`src/rtl/conv_pkg.sv`:
```
// Shared sizing helpers and result-shaping functions for the convolution MAC pipeline.
package conv_pkg;

    function automatic int clog2(input int n);
        int r;
        r = 0;
        for (int i = 0; i < 32; i++)
            if ((1 << r) < n) r++;
        return r;
    endfunction

    function automatic int kk_of(input int k);
        return k * k;
    endfunction

    function automatic int tree_d(input int k);
        return clog2(k * k);
    endfunction

    function automatic int acc_w(input int dw, input int k);
        return 2 * dw + clog2(k * k);
    endfunction

    function automatic int lvl_w(input int dw, input int lvl);
        return 2 * dw + lvl;
    endfunction

    // Operand count entering tree level lvl (each level halves, rounding up).
    function automatic int lvl_n(input int kk, input int lvl);
        int n;
        n = kk;
        for (int i = 0; i < lvl; i++) n = (n + 1) / 2;
        return n;
    endfunction

    function automatic logic signed [63:0] sat_clip(input logic signed [63:0] s, input int out_w);
        logic signed [63:0] hi, lo;
        hi = (64'sd1 <<< (out_w - 1)) - 64'sd1;
        lo = -hi - 64'sd1;
        if (s > hi) return hi;
        if (s < lo) return lo;
        return s;
    endfunction

    function automatic logic signed [63:0] relu(input logic signed [63:0] s, input logic en);
        if (en && (s < 0)) return '0;
        return s;
    endfunction

endpackage

```
`src/rtl/conv_mac_pipe_adder_tree_lvl.sv`:
```
// One registered level of the adder tree: pairs sign-extended operands, odd one passes through.
module adder_tree_lvl #(
    parameter  int N_IN  = 9,
    parameter  int IN_W  = 16,
    localparam int N_OUT = (N_IN + 1) / 2,
    localparam int SUM_W = IN_W + 1
) (
    input  logic                   clk,
    input  logic                   en,
    input  logic [N_IN*IN_W-1:0]   in_data,
    output logic [N_OUT*SUM_W-1:0] sum_o
);

    logic [N_OUT*SUM_W-1:0] sum_d, sum_q;
    logic signed [SUM_W-1:0] a, b;
    int idx;

    always_comb begin
        sum_d = '0;
        a     = '0;
        b     = '0;
        idx   = 0;
        for (int j = 0; j < N_OUT; j++) begin
            idx = (2 * j + 1 < N_IN) ? 2 * j + 1 : 2 * j;
            a   = SUM_W'($signed(in_data[2*j*IN_W +: IN_W]));
            b   = SUM_W'($signed(in_data[idx*IN_W +: IN_W]));
            if (2 * j + 1 >= N_IN) b = '0;
            sum_d[j*SUM_W +: SUM_W] = a + b;
        end
    end

    always_ff @(posedge clk) begin
        if (en) sum_q <= sum_d;
    end

    assign sum_o = sum_q;

endmodule

```
`src/rtl/conv_mac_pipe.sv`:
```
// Pipelined signed KxK window dot product + bias, optional ReLU, saturate or wrap.
// Single global stall: every stage advances when the output register is free or draining.
module conv_mac_pipe
    import conv_pkg::*;
#(
    parameter  int DW    = 8,
    parameter  int K     = 3,
    parameter  int OUT_W = 16,
    parameter  int SAT   = 1,
    localparam int KK    = K * K,
    localparam int D     = clog2(KK),
    localparam int ACC_W = 2 * DW + D
) (
    input  logic               clk,
    input  logic               rst_n,
    input  logic               in_valid,
    output logic               in_ready,
    input  logic [DW*KK-1:0]   in_win,
    input  logic [DW*KK-1:0]   in_wgt,
    input  logic [ACC_W-1:0]   in_bias,
    input  logic               in_relu,
    output logic               out_valid,
    input  logic               out_ready,
    output logic [OUT_W-1:0]   out_data
);

    localparam int PW = 2 * DW;

    logic                  adv;
    logic [KK*PW-1:0]      prod_d, prod_q;
    logic signed [PW-1:0]  pa, pb;
    logic [D:0]            vld_q, relu_q;
    logic [ACC_W-1:0]      bias_q [D+1];
    logic [ACC_W-1:0]      sum_fin;
    logic                  out_valid_q;
    logic [OUT_W-1:0]      out_data_d, out_data_q;
    logic signed [63:0]    s_full, s_relu, s_clip;
    logic                  unused_hi;

    assign adv      = !out_valid_q || out_ready;
    assign in_ready = adv;

    always_comb begin
        prod_d = '0;
        pa     = '0;
        pb     = '0;
        for (int i = 0; i < KK; i++) begin
            pa = PW'($signed(in_win[(KK-1-i)*DW +: DW]));
            pb = PW'($signed(in_wgt[(KK-1-i)*DW +: DW]));
            prod_d[i*PW +: PW] = pa * pb;
        end
    end

    always_ff @(posedge clk or negedge rst_n) begin
        if (!rst_n) begin
            vld_q       <= '0;
            out_valid_q <= 1'b0;
            out_data_q  <= '0;
        end else if (adv) begin
            vld_q[0] <= in_valid;
            for (int i = 1; i <= D; i++) vld_q[i] <= vld_q[i-1];
            out_valid_q <= vld_q[D];
            out_data_q  <= out_data_d;
        end
    end

    // Payload registers carry no reset; the valid chain qualifies them.
    always_ff @(posedge clk) begin
        if (adv) begin
            prod_q    <= prod_d;
            bias_q[0] <= in_bias;
            relu_q[0] <= in_relu;
            for (int i = 1; i <= D; i++) begin
                bias_q[i] <= bias_q[i-1];
                relu_q[i] <= relu_q[i-1];
            end
        end
    end

    generate
        if (D == 0) begin : g_bypass
            assign sum_fin = prod_q;
        end else begin : g_tree
            for (genvar l = 0; l < D; l++) begin : g_lvl
                localparam int NI = lvl_n(KK, l);
                localparam int WI = lvl_w(DW, l);
                localparam int NO = (NI + 1) / 2;
                logic [NI*WI-1:0]     din;
                logic [NO*(WI+1)-1:0] sum;
                if (l == 0) begin : g_first
                    assign din = prod_q;
                end else begin : g_next
                    assign din = g_lvl[l-1].sum;
                end
                adder_tree_lvl #(.N_IN(NI), .IN_W(WI)) u_lvl (
                    .clk     (clk),
                    .en      (adv),
                    .in_data (din),
                    .sum_o   (sum)
                );
            end
            assign sum_fin = g_lvl[D-1].sum;
        end
    endgenerate

    always_comb begin
        s_full     = 64'($signed(sum_fin)) + 64'($signed(bias_q[D]));
        s_relu     = relu(s_full, relu_q[D]);
        s_clip     = (SAT != 0) ? sat_clip(s_relu, OUT_W) : s_relu;
        out_data_d = s_clip[OUT_W-1:0];
    end

    assign unused_hi = ^s_clip[63:OUT_W];

    assign out_valid = out_valid_q;
    assign out_data  = out_data_q;

endmodule

```
`config.mk`:
```
export PLATFORM = sky130hd
export DESIGN_NAME = conv_mac_pipe
export DESIGN_NICKNAME = d
export VERILOG_FILES = /design/src/rtl/conv_pkg.sv /design/src/rtl/conv_mac_pipe_adder_tree_lvl.sv /design/src/rtl/conv_mac_pipe.sv
export SDC_FILE = /design/constraint.sdc
export NUM_CORES = 2
export LEC_CHECK = 0
export ABC_CLOCK_PERIOD_IN_PS = 19200
export BUFFER_PORTS_ARGS = -buffer_cell sky130_fd_sc_hd__buf_2
export CAP_MARGIN = 20
export CORE_ASPECT_RATIO = 0.75
export CORE_MARGIN = 8
export CORE_UTILIZATION = 60
export DETAILED_ROUTE_END_ITERATION = 7
export HOLD_SLACK_MARGIN = 0.1
export PLACE_DENSITY = 0.78
export REMOVE_ABC_BUFFERS = 1
export SLEW_MARGIN = 5
export SYNTH_ARGS = -nofsm -noshare
export SYNTH_HDL_FRONTEND = slang
export SYNTH_SLANG_ARGS = --single-unit
```
`constraint.sdc`:
```
create_clock -name clk -period 19.2 [get_ports clk]
set_input_delay 0 -clock clk [delete_from_list [all_inputs] [get_ports clk]]
set_output_delay 0 -clock clk [all_outputs]
set_load 0.02 [all_outputs]
```
# After elaboration in Yosys (flattened, before gate mapping)
# Memory sizes are Yosys's and may differ from the RTL's.
# Index checks and enable logic that the tools add are counted.
# classes
n_addsub,9
mul,9
magnitude_cmp,3
muxes,12
reduce_logical,3
# op_table
operator,count
multiplier 8 x 8 -> 16 bit,9
2-to-1 mux 64 bit,2
adder 16 x 16 -> 17 bit,4
greater-than comparator 64 x 16 -> 1 bit (second input constant),1
less-than comparator 64 x 16 -> 1 bit (second input constant),1
2-to-1 mux 16 bit,4
adder 17 x 17 -> 18 bit,2
adder 20 x 20 -> 21 bit,1
less-than comparator 21 x 1 -> 1 bit (second input constant),1
adder 19 x 16 -> 20 bit,1
adder 18 x 18 -> 19 bit,1
2-to-1 mux 1 bit,6
logical AND 1 bit,1
logical NOT 1 bit,1
logical OR 1 bit,1
# word_totals
register_bits,362
ram_bits,100
inputBits,169
elab_cells,46
mem_count,1
# mem_list
memory,words,word_bits,read_ports,rd_ports_with_merged_regs,write_ports,line_no,source
bias_q,5,20,5,0,5,conv_mac_pipe.sv:33,logic [ACC_W-1:0] bias_q [D+1];

# Logic depth before layout (Yosys ltp)
# An unclocked memory read counts as a cell.
# depth
word_depth,11
ltp_mapped,21
depth_no_buf,21

# Modules after synthesis
# A second synthesis with hierarchy kept.
# unflattened
hier_cells,4043
hier_area_um2,43625.6
# by_module_without_submodules
module,n_inst,cells_each,area_each_um2
conv_mac_pipe,1,2992,31478.9
adder_tree_lvl (g_tree.g_lvl[0].u_lvl),1,460,5385.2
adder_tree_lvl (g_tree.g_lvl[1].u_lvl),1,275,3195.6
adder_tree_lvl (g_tree.g_lvl[2].u_lvl),1,161,2001.9
adder_tree_lvl (g_tree.g_lvl[3].u_lvl),1,155,1564.0

# Worst setup path before layout
# OpenSTA, ideal clock, no wires.
# synth_path
path_type,register to register
from,register out_valid_q (netlist: out_valid)
to,memory bias_q[0][0] in the netlist's numbering (enable)
arrival_ns,9.010
required_time_ns,15.581
path_slack_ns,6.571
stages_incl_launch_ff,4
synth_period_minus_slack_ns,12.629
cell_sequence,dfrtp_1 nor2b_1 clkbuf_1 clkinv_1
# synth_rtl
item,line_no,source
start: declaration,conv_mac_pipe.sv:35,logic out_valid_q;
start signal: assignment,conv_mac_pipe.sv:62,out_valid_q <= vld_q[D];
end: declaration,conv_mac_pipe.sv:33,

# Worst setup path after layout
# layout_path
from,input port in_win[8]
to,"register prod_q[126] (netlist: g_tree.g_lvl[0].din[126]), data pin"
# layout_between
elab_chain_cells,1
# layout_rtl
item,line_no,source
start: declaration,conv_mac_pipe.sv:18,"input logic [DW*KK-1:0] in_win,"
multiplier 8 x 8 -> 16 bit,conv_mac_pipe.sv:50,prod_d[i*PW +: PW] = pa * pb;
net prod_d[126],conv_mac_pipe.sv:30,"logic [KK*PW-1:0] prod_d, prod_q;"
end signal: assignment,conv_mac_pipe.sv:70,prod_q <= prod_d;
end: declaration,conv_mac_pipe.sv:30,
# The timed path passes the listed nets, and every way through them passes these cells.
# A chain may end at the register's enable or synchronous reset.

==> results by group <==
Pwr
  – Sw Share: between 40% and 50%
  – Sequential Power Share: between 20% and 30%
  – Switching power total: approximately 0.0033 W
  – Maximum ir drop on the vdd rail: about 0.00010 V
  – Clock network power share: between 10% and 20%
  – Leak pwr: ~22 nW
  – Power Dens Cells: approximately 170 nW/um^2
  – Combinational Power Share: 60.8%
  – Internal power: about 0.0046 W

Worst hold path
  – Hold WC Path Type: input port to flip-flop

Layout
  – FF/Latch Area: around 14000 sq um
  – Layout area overhead: 10.5%
  – Final core occ: 66.6%
  – Area of the multi-input gates: about 26000 sq um
  – Final #Nets: around 5400
  – Fill count: around 5500
  – Layout Cells excl Fill: 5313
  – Layout cells sized above 1: approximately 6.5%

Global routing
  – GRT overflow: 0
  – Overall Global Routing Usage: approximately a fifth
  – Largest net degree at the start of global routing: 177
  – Initial antenna violation count: 3
  – Vias in the first global route: between 20000 and 30000
  – First-pass GRT wire length: ~140000 microns

Yosys
  – Post-synth top cells: 839 x inv_1, 504 x fa_1, 440 x edfxtp_1
  – Flops & latches, synth: roughly 460
  – Syn avg cell area: 10.7 sq um
  – Yosys top cell area share: slightly above 30%
  – Compound-gate portion of the synthesized area: 7.01%
  – Top cells by area, synth: edfxtp_1 31%, fa_1 23%, ha_1 12%
  – Post-Synth XOR/XNOR Area: approximately 4.5%
  – EDFF count, synth: between 400 and 500
  – Main synth FF type: edfxtp_1
  – Syn Inst Count: ~4000
  – Simple-Gate Fraction of Synth Area: about an eighth
  – Fraction of registers with async set/reset: 4.76%
  – Mux share of post-synthesis cell area: 0.218%
  – Post-Synth Adder-Cell Area: 35.6%
  – Number of distinct library cells after synthesis: 64
  – Register area share after synthesis: 32.0%
  – Syn Std Cell Area: around 43000 sq um
  – Most frequent cell after synthesis: inv_1
  – Main combinational cell family by area after synthesis: adder cells
  – YS warnings: 0
  – Area leader, netlist: edfxtp_1

Critical path
  – Type of the worst setup path: input port to flip-flop
  – Critical path data arrival time: between 5 and 6 ns
  – Critical Path Fanout Max: 8
  – CP max-delay cell: or4b_2
  – CP Capture Type: flip-flop
  – WP data required: between 15 and 20 ns
  – CP most frequent cell: fa_1
  – CP Cell Sequence: dlygate4sd3_1, buf_2, nand2b_1, fa_1, fa_1, inv_1, fa_1, inv_1, fa_1, inv_1, ha_1, o21ai_0, a21boi_0, o21ai_0, a21boi_0, o21ai_0, a21boi_0, or4b_2, nand3_1
  – Crit path launch type: input port
  – Crit path largest cell delay: approximately 0.63 ns

Clock tree
  – Skew-Pair Late Insertion Delay: ~0.6 ns
  – CTS tree: yes
  – Clock Sink Count: 462
  – CTS root buf: clkbuf_16
  – Post-CTS Setup Bufs: 0
  – CTS buffer count: 46
  – Hold-fix buffers, CTS: 89
  – Clock-pin slew on the worst setup and hold paths: ~0.060 ns
  – H-Tree Depth: 2
  – Post-CTS Resized: 0
  – Longest Clk Path Bufs: 3

Routing
  – DRT Wirelength: slightly above 80000 microns
  – DRT iter0 DRCs: between 1500 and 2000
  – Via count: 27760
  – ANT nets after route: 0
  – DR WL/cell: roughly 15 microns
  – Residual DRC: 0
  – TritonRoute pass-1 iters: 7
  – Mean number of vias per cell: about 5.2

Placed design
  – Detailed placement HPWL: 64400 microns
  – I/O Buffers: 186
  – Inst Count DP: about 5100
  – Final GP Congestion: between 0.8 and 0.9

Timing
  – Final Hold Viols: 0
  – Fmax: 208 MHz
  – Slew of the pin with the lowest slew margin: around 1.1 ns
  – Max_slew headroom: ~29%
  – Pins over their slew limit: 0
  – Post-layout min period: around 4.8 ns
  – Final setup violation count: 0
  – RSZ-0062 raised after global routing: false
  – Layout Skew: 0.0239 ns
  – Setup_tns: 0 ns
  – Fin crit share: about 25%

Outcome
  – Status: complete, no violations

Floorplan
  – Chip width: ~330 microns
  – Die footprint: 80500 sq um
  – Cell row count: 85
  – Die H: between 200 and 250 microns
  – Initial Util: between 60% and 70%
  – I/O pin cnt: approximately 190
  – Core area: between 70000 and 80000 sq um

Flow run
  – Maxcap violations: 0
[sequential cells by signal (all words and copies together) (netlist names)]
signal and cells:
bias_q 100, out_valid 1, out_data 16, g_tree.g_lvl.din 144, relu_q 5, vld_q 5, g_tree.g_lvl.u_lvl.sum_o 191
[logic make-up after synthesis]
| family | Yosys count |
|---|---|
| DFF | 462 |
| and+or+nand+nor | 1094 |
| buffers and inverters | 851 |
| AOI/OAI and AO/OA | 444 |
| adders and majority gates | 920 |
| xor gates and xnor gates | 222 |
| muxes | 9 |
[worst paths after layout]
path                          startpoint                        to  slack [ns]  cells after the start
max reg2reg                    out_valid   g_tree.g_lvl[0].din[61]       15.56                      5
max in group asynchronous          rst_n                  vld_q[2]       17.96                      3
min                           in_wgt[40]   g_tree.g_lvl[0].din[49]        0.13                      3
min reg2reg                bias_q[0][17]             bias_q[0][37]        0.42                      0
min in group asynchronous          rst_n                  vld_q[3]        0.64                      3
max                            in_win[8]  g_tree.g_lvl[0].din[126]       14.40                     19
[power by group through the flow]
stage	clock network, W	logic [W]	registers [W]
5_1_grt	0.000957	0.00551	0.00225
3_3_place_gp	0	0.00462	0.00222
4_1_cts	0.000921	0.00483	0.00221
2_1_floorplan	0	0.00379	0.00221
3_5_place_dp	0	0.00476	0.00222
6_report	0.000895	0.00480	0.00220
[metrics by stage]
step	instance area [sq um]	hold slack (ns)	total power [W]	setup slack, ns
finish	47500	0.132	0.00790	14.40
global route	47500	0.121	0.00872	14.06
CTS	47500	0.101	0.00796	14.43
detailed placement	45100	-0.0160	0.00699	14.40
global placement	45100	-0.0170	0.00683	14.46
floorplan	42900	-0.296	0.00600	5.08
[cell usage in the layout, fill, tap and decap left out, drive strengths merged, types with 13 or more instances in the layout]
cell type / synthesis / layout
dfrtp: 22 / 22
buf: 2 / 190
o31a: 14 / 14
xor2: 38 / 38
clkbuf: 9 / 57
nor3: 53 / 53
nand2: 246 / 246
and2: 393 / 393
nor2: 192 / 192
clkinv: 1 / 13
a211oi: 16 / 16
nand2b: 52 / 52
inv: 839 / 843
a21boi: 42 / 42
ha: 416 / 416
o21a: 20 / 20
o211ai: 19 / 19
o311ai: 16 / 16
nor2b: 46 / 46
fa: 504 / 504
and3: 16 / 16
edfxtp: 440 / 440
a21o: 37 / 37
o21ai: 99 / 99
xnor2: 184 / 184
or3: 21 / 21
a21oi: 104 / 104
nand3: 41 / 41
dlygate4sd3: 0 / 89
[routing by layer]
metal	track usage, %	vias up	wire length (microns)
met2	33.2	579	36600
met5	0	-	0
li1	-	13606	-
met1	30.3	13480	38600
met4	4.18	0	1240
met3	2.79	95	3980
[worst max-delay path: cells and delay by family]
family	cells	cell delay [ns]
simple gates	3	0.90
compound gates	6	1.07
buf+inv	5	0.83
fa+ha+maj	5	2.42
[final cells by class]
class                      count  area share, %
sequential                   462           29.0
clock inverter                27          0.656
inverter                     840           6.65
tap                          957           2.52
antenna                        2         0.0105
multi-input combinational   2689           54.8
timing repair buffer         279           3.92
clock buffer                  57           2.51
No activity file was read; power rests on OpenSTA's default activity.
